### config.mk
export PLATFORM = sky130hd
export DESIGN_NAME = vram_write_scheduler
export DESIGN_NICKNAME = d
export VERILOG_FILES = /design/src/rtl/vram_write_scheduler.sv
export SDC_FILE = /design/constraint.sdc
export NUM_CORES = 1
export LEC_CHECK = 0
export ABC_AREA = 1
export BUFFER_PORTS_ARGS = -buffer_cell sky130_fd_sc_hd__clkbuf_2
export CAP_MARGIN = 0
export CORE_UTILIZATION = 57
export DETAILED_ROUTE_END_ITERATION = 6
export PLACE_DENSITY_LB_ADDON = 0.25
export SLEW_MARGIN = 25
export SYNTH_ARGS = -nofsm -noshare
export SYNTH_HDL_FRONTEND = slang
export SYNTH_SLANG_ARGS = --single-unit
### constraint.sdc
create_clock -name clk_12_5875 -period 2.36 [get_ports clk_12_5875]
set_clock_uncertainty 0.15 [all_clocks]
set_input_delay 0.118 -clock clk_12_5875 [delete_from_list [all_inputs] [get_ports clk_12_5875]]
set_output_delay 0.118 -clock clk_12_5875 [all_outputs]
set_load 0.01 [all_outputs]
### src/rtl/vram_write_scheduler.sv
// vram_write_scheduler
//   Owns the single GPU VRAM write port and shares it between the CPU
//   (single-byte writes queued in a small posted-write FIFO, drained only
//   while write_window is high) and a burst fill engine (which holds the GPU
//   in reset while it owns the port and ignores write_window).
//
// Ports:
//   clk_12_5875        GPU pixel clock, all logic on the rising edge
//   rst                synchronous active-high reset
//   cpu_wr_valid/ready CPU posted-write handshake (transfer on valid&ready)
//   cpu_address/data   CPU write address/data
//   fill_req           fill engine requests the port
//   fill_grant         port owned by the fill engine
//   fill_valid         fill beat valid (honoured only while granted)
//   fill_address/data  fill beat address/data
//   fill_done          end of burst (honoured only while granted)
//   write_window       CPU writes permitted this cycle
//   vram_address/data  registered write address/data to gpu_m
//   vram_write_enable  one-cycle write pulse to gpu_m
//   gpu_hold           high while the fill engine owns the port
//   fifo_count         current CPU FIFO occupancy
module vram_write_scheduler #(
  parameter int ADDR_WIDTH = 12,
  parameter int DATA_WIDTH = 8,
  parameter int FIFO_DEPTH = 4
) (
  input  logic                          clk_12_5875,
  input  logic                          rst,
  input  logic                          cpu_wr_valid,
  output logic                          cpu_wr_ready,
  input  logic [ADDR_WIDTH-1:0]         cpu_address,
  input  logic [DATA_WIDTH-1:0]         cpu_data,
  input  logic                          fill_req,
  output logic                          fill_grant,
  input  logic                          fill_valid,
  input  logic [ADDR_WIDTH-1:0]         fill_address,
  input  logic [DATA_WIDTH-1:0]         fill_data,
  input  logic                          fill_done,
  input  logic                          write_window,
  output logic [ADDR_WIDTH-1:0]         vram_address,
  output logic [DATA_WIDTH-1:0]         vram_data,
  output logic                          vram_write_enable,
  output logic                          gpu_hold,
  output logic [$clog2(FIFO_DEPTH):0]   fifo_count
);

  localparam int PW = $clog2(FIFO_DEPTH);
  localparam int CW = PW + 1;

  typedef enum logic {IDLE, FILL} state_t;

  state_t                state, state_next;
  logic                  cooldown;
  logic                  push, pop, fill_wr;
  logic [PW-1:0]         wr_ptr, rd_ptr;
  logic [ADDR_WIDTH-1:0] addr_mem [FIFO_DEPTH];
  logic [DATA_WIDTH-1:0] data_mem [FIFO_DEPTH];

  assign cpu_wr_ready = !rst && (fifo_count != CW'(FIFO_DEPTH));
  assign push         = cpu_wr_valid && cpu_wr_ready;
  assign fill_grant   = (state == FILL);
  assign gpu_hold     = (state == FILL);

  // Source selection: fill_req beats the FIFO in IDLE, except in the single
  // IDLE cycle right after a burst, which is left to the FIFO so a fill
  // engine that keeps fill_req high cannot starve queued CPU writes.
  always_comb begin
    state_next = state;
    pop        = 1'b0;
    fill_wr    = 1'b0;
    case (state)
      IDLE: begin
        if (fill_req && !cooldown) begin
          state_next = FILL;
        end else if ((fifo_count != '0) && write_window) begin
          pop = 1'b1;
        end
      end
      FILL: begin
        fill_wr = fill_valid;
        if (fill_done) state_next = IDLE;
      end
      default: state_next = IDLE;
    endcase
  end

  always_ff @(posedge clk_12_5875) begin
    if (rst) begin
      state    <= IDLE;
      cooldown <= 1'b0;
    end else begin
      state    <= state_next;
      cooldown <= (state == FILL) && (state_next == IDLE);
    end
  end

  // CPU posted-write FIFO; pointers wrap naturally since depth is a power of two
  always_ff @(posedge clk_12_5875) begin
    if (rst) begin
      wr_ptr     <= '0;
      rd_ptr     <= '0;
      fifo_count <= '0;
    end else begin
      if (push) wr_ptr <= wr_ptr + 1'b1;
      if (pop)  rd_ptr <= rd_ptr + 1'b1;
      case ({push, pop})
        2'b10:   fifo_count <= fifo_count + CW'(1);
        2'b01:   fifo_count <= fifo_count - CW'(1);
        default: fifo_count <= fifo_count;
      endcase
    end
  end

  always_ff @(posedge clk_12_5875) begin
    if (push) begin
      addr_mem[wr_ptr] <= cpu_address;
      data_mem[wr_ptr] <= cpu_data;
    end
  end

  // Output register stage: selected write appears on the port one cycle later
  always_ff @(posedge clk_12_5875) begin
    if (rst) begin
      vram_write_enable <= 1'b0;
      vram_address      <= '0;
      vram_data         <= '0;
    end else begin
      vram_write_enable <= pop || fill_wr;
      if (fill_wr) begin
        vram_address <= fill_address;
        vram_data    <= fill_data;
      end else if (pop) begin
        vram_address <= addr_mem[rd_ptr];
        vram_data    <= data_mem[rd_ptr];
      end
    end
  end

endmodule

# After elaboration in Yosys (flattened, before gate mapping)
# Memories as Yosys holds them, arrays and structs flattened. A register that Yosys moved wholly into a read port is not among the register bits.
# Cells that the tools add are included.
[totals]
reg_bits = 30
latch_bits = 0
ram_bits = 80
rom_bits = 0
in_bits = 47
out_inout_bits = 27
word_cells = 48
n_memories = 2
[mem_list]
columns = ["name", "depth", "word_bits", "read_ports", "rd_clocked_by_memory_dff", "write_ports", "line_no", "text"]
rows = [
  ["addr_mem", 4, 12, 1, 1, 1, "56", "logic [ADDR_WIDTH-1:0] addr_mem [FIFO_DEPTH];"],
  ["data_mem", 4, 8, 1, 1, 1, "57", "logic [DATA_WIDTH-1:0] data_mem [FIFO_DEPTH];"],
]
[classes]
add_sub_neg = 4
multipliers = 0
div_mod_pow = 0
magnitude_cmp = 0
eq_ne = 3
shifts = 0
mux = 18
n_bitwise = 2
n_reduce_logical = 11
[op_table]
columns = ["operator", "n"]
rows = [
  ["12-bit two-way mux", 2],
  ["8-bit two-way mux", 2],
  ["1-bit two-way mux", 8],
  ["2-bit two-way mux", 4],
  ["3-bit case mux with 2 select lines", 1],
  ["1-bit logical AND", 5],
  ["2-bit by 1-bit adder with 2-bit output (second input constant)", 2],
  ["2-bit nonzero test", 2],
  ["3-bit by 1-bit adder with 3-bit output (second input constant)", 1],
  ["3-bit != test (second input constant)", 1],
  ["3-bit nonzero test", 1],
  ["3-bit by 1-bit subtractor with 3-bit output (second input constant)", 1],
  ["2-bit by 1-bit == test with 1-bit output (second input constant)", 1],
  ["2-bit == test (second input constant)", 1],
  ["1-bit zero test", 2],
  ["1-bit inverter", 2],
  ["1-bit case mux with 2 select lines", 1],
  ["1-bit logical OR", 1],
]

# Depth between registers and ports, before layout
[logic_depth]
word_depth = 7
mapped_depth = 10
mapped_depth_nobuf = 10

# Worst setup path after synthesis
# OpenSTA, ideal clock, no wires.
[synth_timing]
path_kind = "register -> register"
startpoint = "register fifo_count[0]"
endpoint = "memory addr_mem[0][0] (enable)"
setup_ns = 0.397
arrival_time_ns = 1.622
required_time_ns = 1.813
path_slack_ns = 0.191
stages_incl_launch_ff = 5
n_path_buf = 0
synth_period_minus_slack_ns = 2.169
path_cell_list = "dfxtp_1 inv_1 nand3_1 nand3_2 nor2_1"
[synth_via]
elab_chain_len = 5
[synth_rtl]
columns = ["element", "line_no", "text"]
rows = [
  ["start, declared", "44", "output logic [$clog2(FIFO_DEPTH):0] fifo_count"],
  ["start signal, assigned", "107", "2'b10: fifo_count <= fifo_count + CW'(1);"],
  ["start signal, assigned", "108", "2'b01: fifo_count <= fifo_count - CW'(1);"],
  ["start signal, assigned", "109", "default: fifo_count <= fifo_count;"],
  ["3-bit != test", "59", "assign cpu_wr_ready = !rst && (fifo_count != CW'(FIFO_DEPTH));"],
  ["1-bit logical AND", "59", ""],
  ["1-bit logical AND", "60", "assign push = cpu_wr_valid && cpu_wr_ready;"],
  ["1-bit two-way mux", "115", "if (push) begin"],
  ["1-bit two-way mux (implied by the code)", "116", "addr_mem[wr_ptr] <= cpu_address;"],
  ["end, declared", "56", ""],
]
# Every way passes these cells.

# Final worst setup path
[layout_timing]
startpoint = "register fifo_count[1]"
endpoint = "register fifo_count[2]"
[layout_via]
elab_chain_len = 7
elab_cells_between_ends = 14
cone_classes = "add/sub: 2; eq/ne: 3; mux: 4; reduce/logical: 5"
[layout_rtl]
columns = ["element", "line_no", "text"]
rows = [
  ["3-bit nonzero test", "75", "end else if ((fifo_count != '0) && write_window) begin"],
  ["1-bit logical AND", "75", ""],
  ["1-bit two-way mux", "75", ""],
  ["1-bit two-way mux", "73", "if (fill_req && !cooldown) begin"],
  ["1-bit two-way mux", "71", "case (state)"],
  ["2-bit by 1-bit == test with 1-bit output or 2-bit == test (tied branches)", "106", "case ({push, pop})"],
  ["3-bit case mux with 2 select lines or 2-bit nonzero test (tied branches)", "n/a", ""],
]
# Several ways; a longest one is shown, not always the timed one.
# A chain may end at the register's enable or synchronous reset.

==> summary.txt <==
Run status
  • Status: finished, final reports clean

Timing
  • Min Hold Slack: 0.0299 ns
  • Period utilization: 0.896
  • Total negative slack: 0 ns
  • Max Freq: 473 MHz
  • Endpoints failing setup: 0
  • Slew Limit Fails: 0
  • RSZ-0062 raised after global routing: no
  • Slew @ Worst Pin: 0.680 ns
  • Final worst path period need: 2.12 ns
  • Max-slew headroom: 0.546
  • Final Hold Vio Count: 0

Final layout
  • Layout area overhead: 20.2%
  • Ant diodes: 0
  • Layout cells sized above 1: 0.263
  • Most frequent cells in the layout: nand2_1 (84), edfxtp_1 (80), clkbuf_2 (73)
  • Layout Nets: 644
  • Post-Layout Inst Area: 6030 um^2
  • Fill count: 594
  • Final Util: 0.720
  • Most common cell after layout, fill and taps aside: nand2_1

Power
  • Pwr dens: 662 nW/um^2
  • Leak Pwr: 0.00257 uW
  • Internal power: 3010 uW
  • Maximum vdd drop: 320 uV
  • Reg power frac: 0.557
  • Switch share: 0.247
  • Switching power: 985 uW
  • Power Total: 4000 uW
  • Comb power frac: 0.134
  • Clock Power Share: 0.310

Setup path
  • R2r endpoint: fifo_count[2]
  • Reg2reg start: fifo_count[1]
  • Setup CP Type: reg2reg
  • Reg2Reg Depth: 9
  • CP Max Fanout: 9
  • Setup crit end kind: register
  • CP Launch Type: register
  • Worst EP required: 2.47 ns
  • Reg-to-reg slack, setup: 0.24 ns
  • WP data arrival: 2.23 ns

Placed design
  • Post-DP HPWL: 6.01 mm
  • Gpl congestion: 0.690
  • Placed Instance Area: 5380 um^2
  • Buffers on Ports: 73

Drt
  • # DRC: 0
  • Iteration-0 DRC Markers: 247
  • WL per Instance: 14.2 um
  • DRT Pass-1 Iters: 4
  • WL final: 9.92 mm
  • Post-DRT Antenna Nets: 0
  • Vias per inst: 5.01
  • Vias after detailed routing: 3511

Synthesis
  • Syn Std Cell Area: 5020 um^2
  • Mapped Cells: 478
  • YS warnings: 0
  • Yosys reg bits: 112
  • Syn Nets: 531
  • Cell variety after synth: 28
  • Mean Syn Cell Area: 10.5 um^2
  • Register area share after synthesis: 0.606

CTS
  • Reg clk slew, reported paths: 0.10 ns
  • CTS Buf Count: 9
  • Clock latency on the worst-skew pair: 0.36 ns
  • CTS tree: done
  • H-Tree Depth: 3
  • Hold-fix buffers at CTS: 43
  • Root Driver: clkbuf_8
  • Clock Tree Buf Depth: 2
  • Post-CTS setup buffers: 0
  • CTS resizes: 0
  • Sink Count: 112

Die
  • Io pins: 74
  • Die area: 9190 um^2
  • # rows: 33
  • Chip Height: 95.9 um
  • Core footprint: 8380 um^2
  • Die width: 95.9 um
  • Initial Util: 0.599

Hold path
  • Worst hold endpoint: wr_ptr[1]
  • Hold depth: 4
  • Worst min path class: in2reg
  • Hold path startpoint: rst

Global routing
  • Largest net degree at the start of global routing: 41
  • Met2 GRT Util: 0.377
  • Overall routing resource usage: 0.232
  • Busiest layer in global routing: met2
  • First-pass GRT wire length: 15.9 mm
  • GR Layer Usage met1: 0.315
  • Vias in the first global route: 3366
  • Grt ovf: 0
  • Initial antenna violation count: 0
  • Met3 Usage GRT: 0.0355

Job
  • MaxCap Viol Count: 0
[synth_stat cells]
cell / n / area [um^2]
nand2_1: 84 / 315
edfxtp_1: 80 / 2400
inv_1: 69 / 259
nand3_1: 51 / 255
nor2_1: 35 / 131
dfxtp_1: 32 / 641
nand3_2: 25 / 250
a21oi_1: 16 / 80.1
a21oi_2: 14 / 123
or2_2: 14 / 87.6
o21ai_0: 10 / 50.1
o21ai_1: 9 / 45.0
buf_2: 8 / 40.0
buf_6: 8 / 90.1
ha_1: 5 / 62.6
buf_4: 3 / 22.5
clkbuf_2: 3 / 15.0
clkinv_1: 2 / 7.51
a21oi_4: 1 / 16.3
a31oi_1: 1 / 6.26
buf_12: 1 / 20.0
buf_8: 1 / 15.0
clkbuf_8: 1 / 13.8
fa_1: 1 / 20.0
inv_2: 1 / 3.75
nand2_4: 1 / 11.3
nand2_8: 1 / 20.0
nand3_4: 1 / 17.5
[critical path, cell delays in order, from the launching register on]
cell and delay [ns]:
dfxtp_1 0.39, inv_1 0.10, nand3_1 0.10, nand3_2 0.15
ha_1 0.29, fa_1 0.39, a21oi_1 0.14, o21ai_0 0.10
o21ai_0 0.16, a21oi_1 0.05
[power by group through the flow]
stage | clock [uW] | combinational (uW) | sequential [uW]
detailed placement | 0 | 477 | 2270
global route | 1330 | 595 | 2230
global placement | 0 | 464 | 2270
floorplan | 0 | 321 | 2280
CTS | 1260 | 534 | 2220
finish | 1240 | 534 | 2230
[cells by family (layout without fill, tap and decap cells)]
kind of cell / count (synthesis) / in the layout / share of synthesized area
flops: 112 / 112 / 0.606
buf+inv: 97 / 215 / 0.0969
compound gates: 51 / 51 / 0.0638
fa+ha+maj: 6 / 6 / 0.0164
simple gates: 212 / 212 / 0.217
[how the worst max path moves through the flow]
stage                              from  slack [ns]              to  cells past startpoint
after floorplan           fifo_count[0]        0.19  addr_mem[0][0]                      4
final                     fifo_count[1]        0.24   fifo_count[2]                      9
after global placement    fifo_count[1]        0.30   fifo_count[2]                      9
after global routing      fifo_count[0]        0.09   fifo_count[2]                      9
after detailed placement  fifo_count[1]        0.25   fifo_count[2]                      9
after CTS                 fifo_count[1]        0.24   fifo_count[2]                      9
[through the flow]
step | setup WS (ns) | instances
6_report | 0.245 | 701
5_1_grt | 0.0879 | 701
4_1_cts | 0.237 | 701
3_5_place_dp | 0.247 | 642
3_3_place_gp | 0.298 | 642
2_1_floorplan | 0.191 | 478
[final cells by class]
class | instances | area, um^2 | area share
Timing Repair Buffer | 127 | 878 | 0.146
Clock buffer | 10 | 128 | 0.0211
Tap cell | 105 | 131 | 0.0218
Clock inverter | 6 | 92.6 | 0.0153
Multi-Input combinational cell | 269 | 1490 | 0.247
Sequential cell | 112 | 3040 | 0.504
Inverter | 72 | 270 | 0.0448
[registers in the layout (all words and copies together), names as in the netlist, named ones only]
signal             cells
addr_mem              48
vram_write_enable      1
vram_data              8
fifo_count             3
rd_ptr                 2
vram_address          12
cooldown               1
fill_grant             1
wr_ptr                 2
data_mem              32
[metal layers]
metal	wire (um)	vias to the layer above
li1	-	1790
met1	4650	1608
met2	4640	102
met3	542	11
met4	85	0
met5	0	-
(Power assumes the default switching activity.)
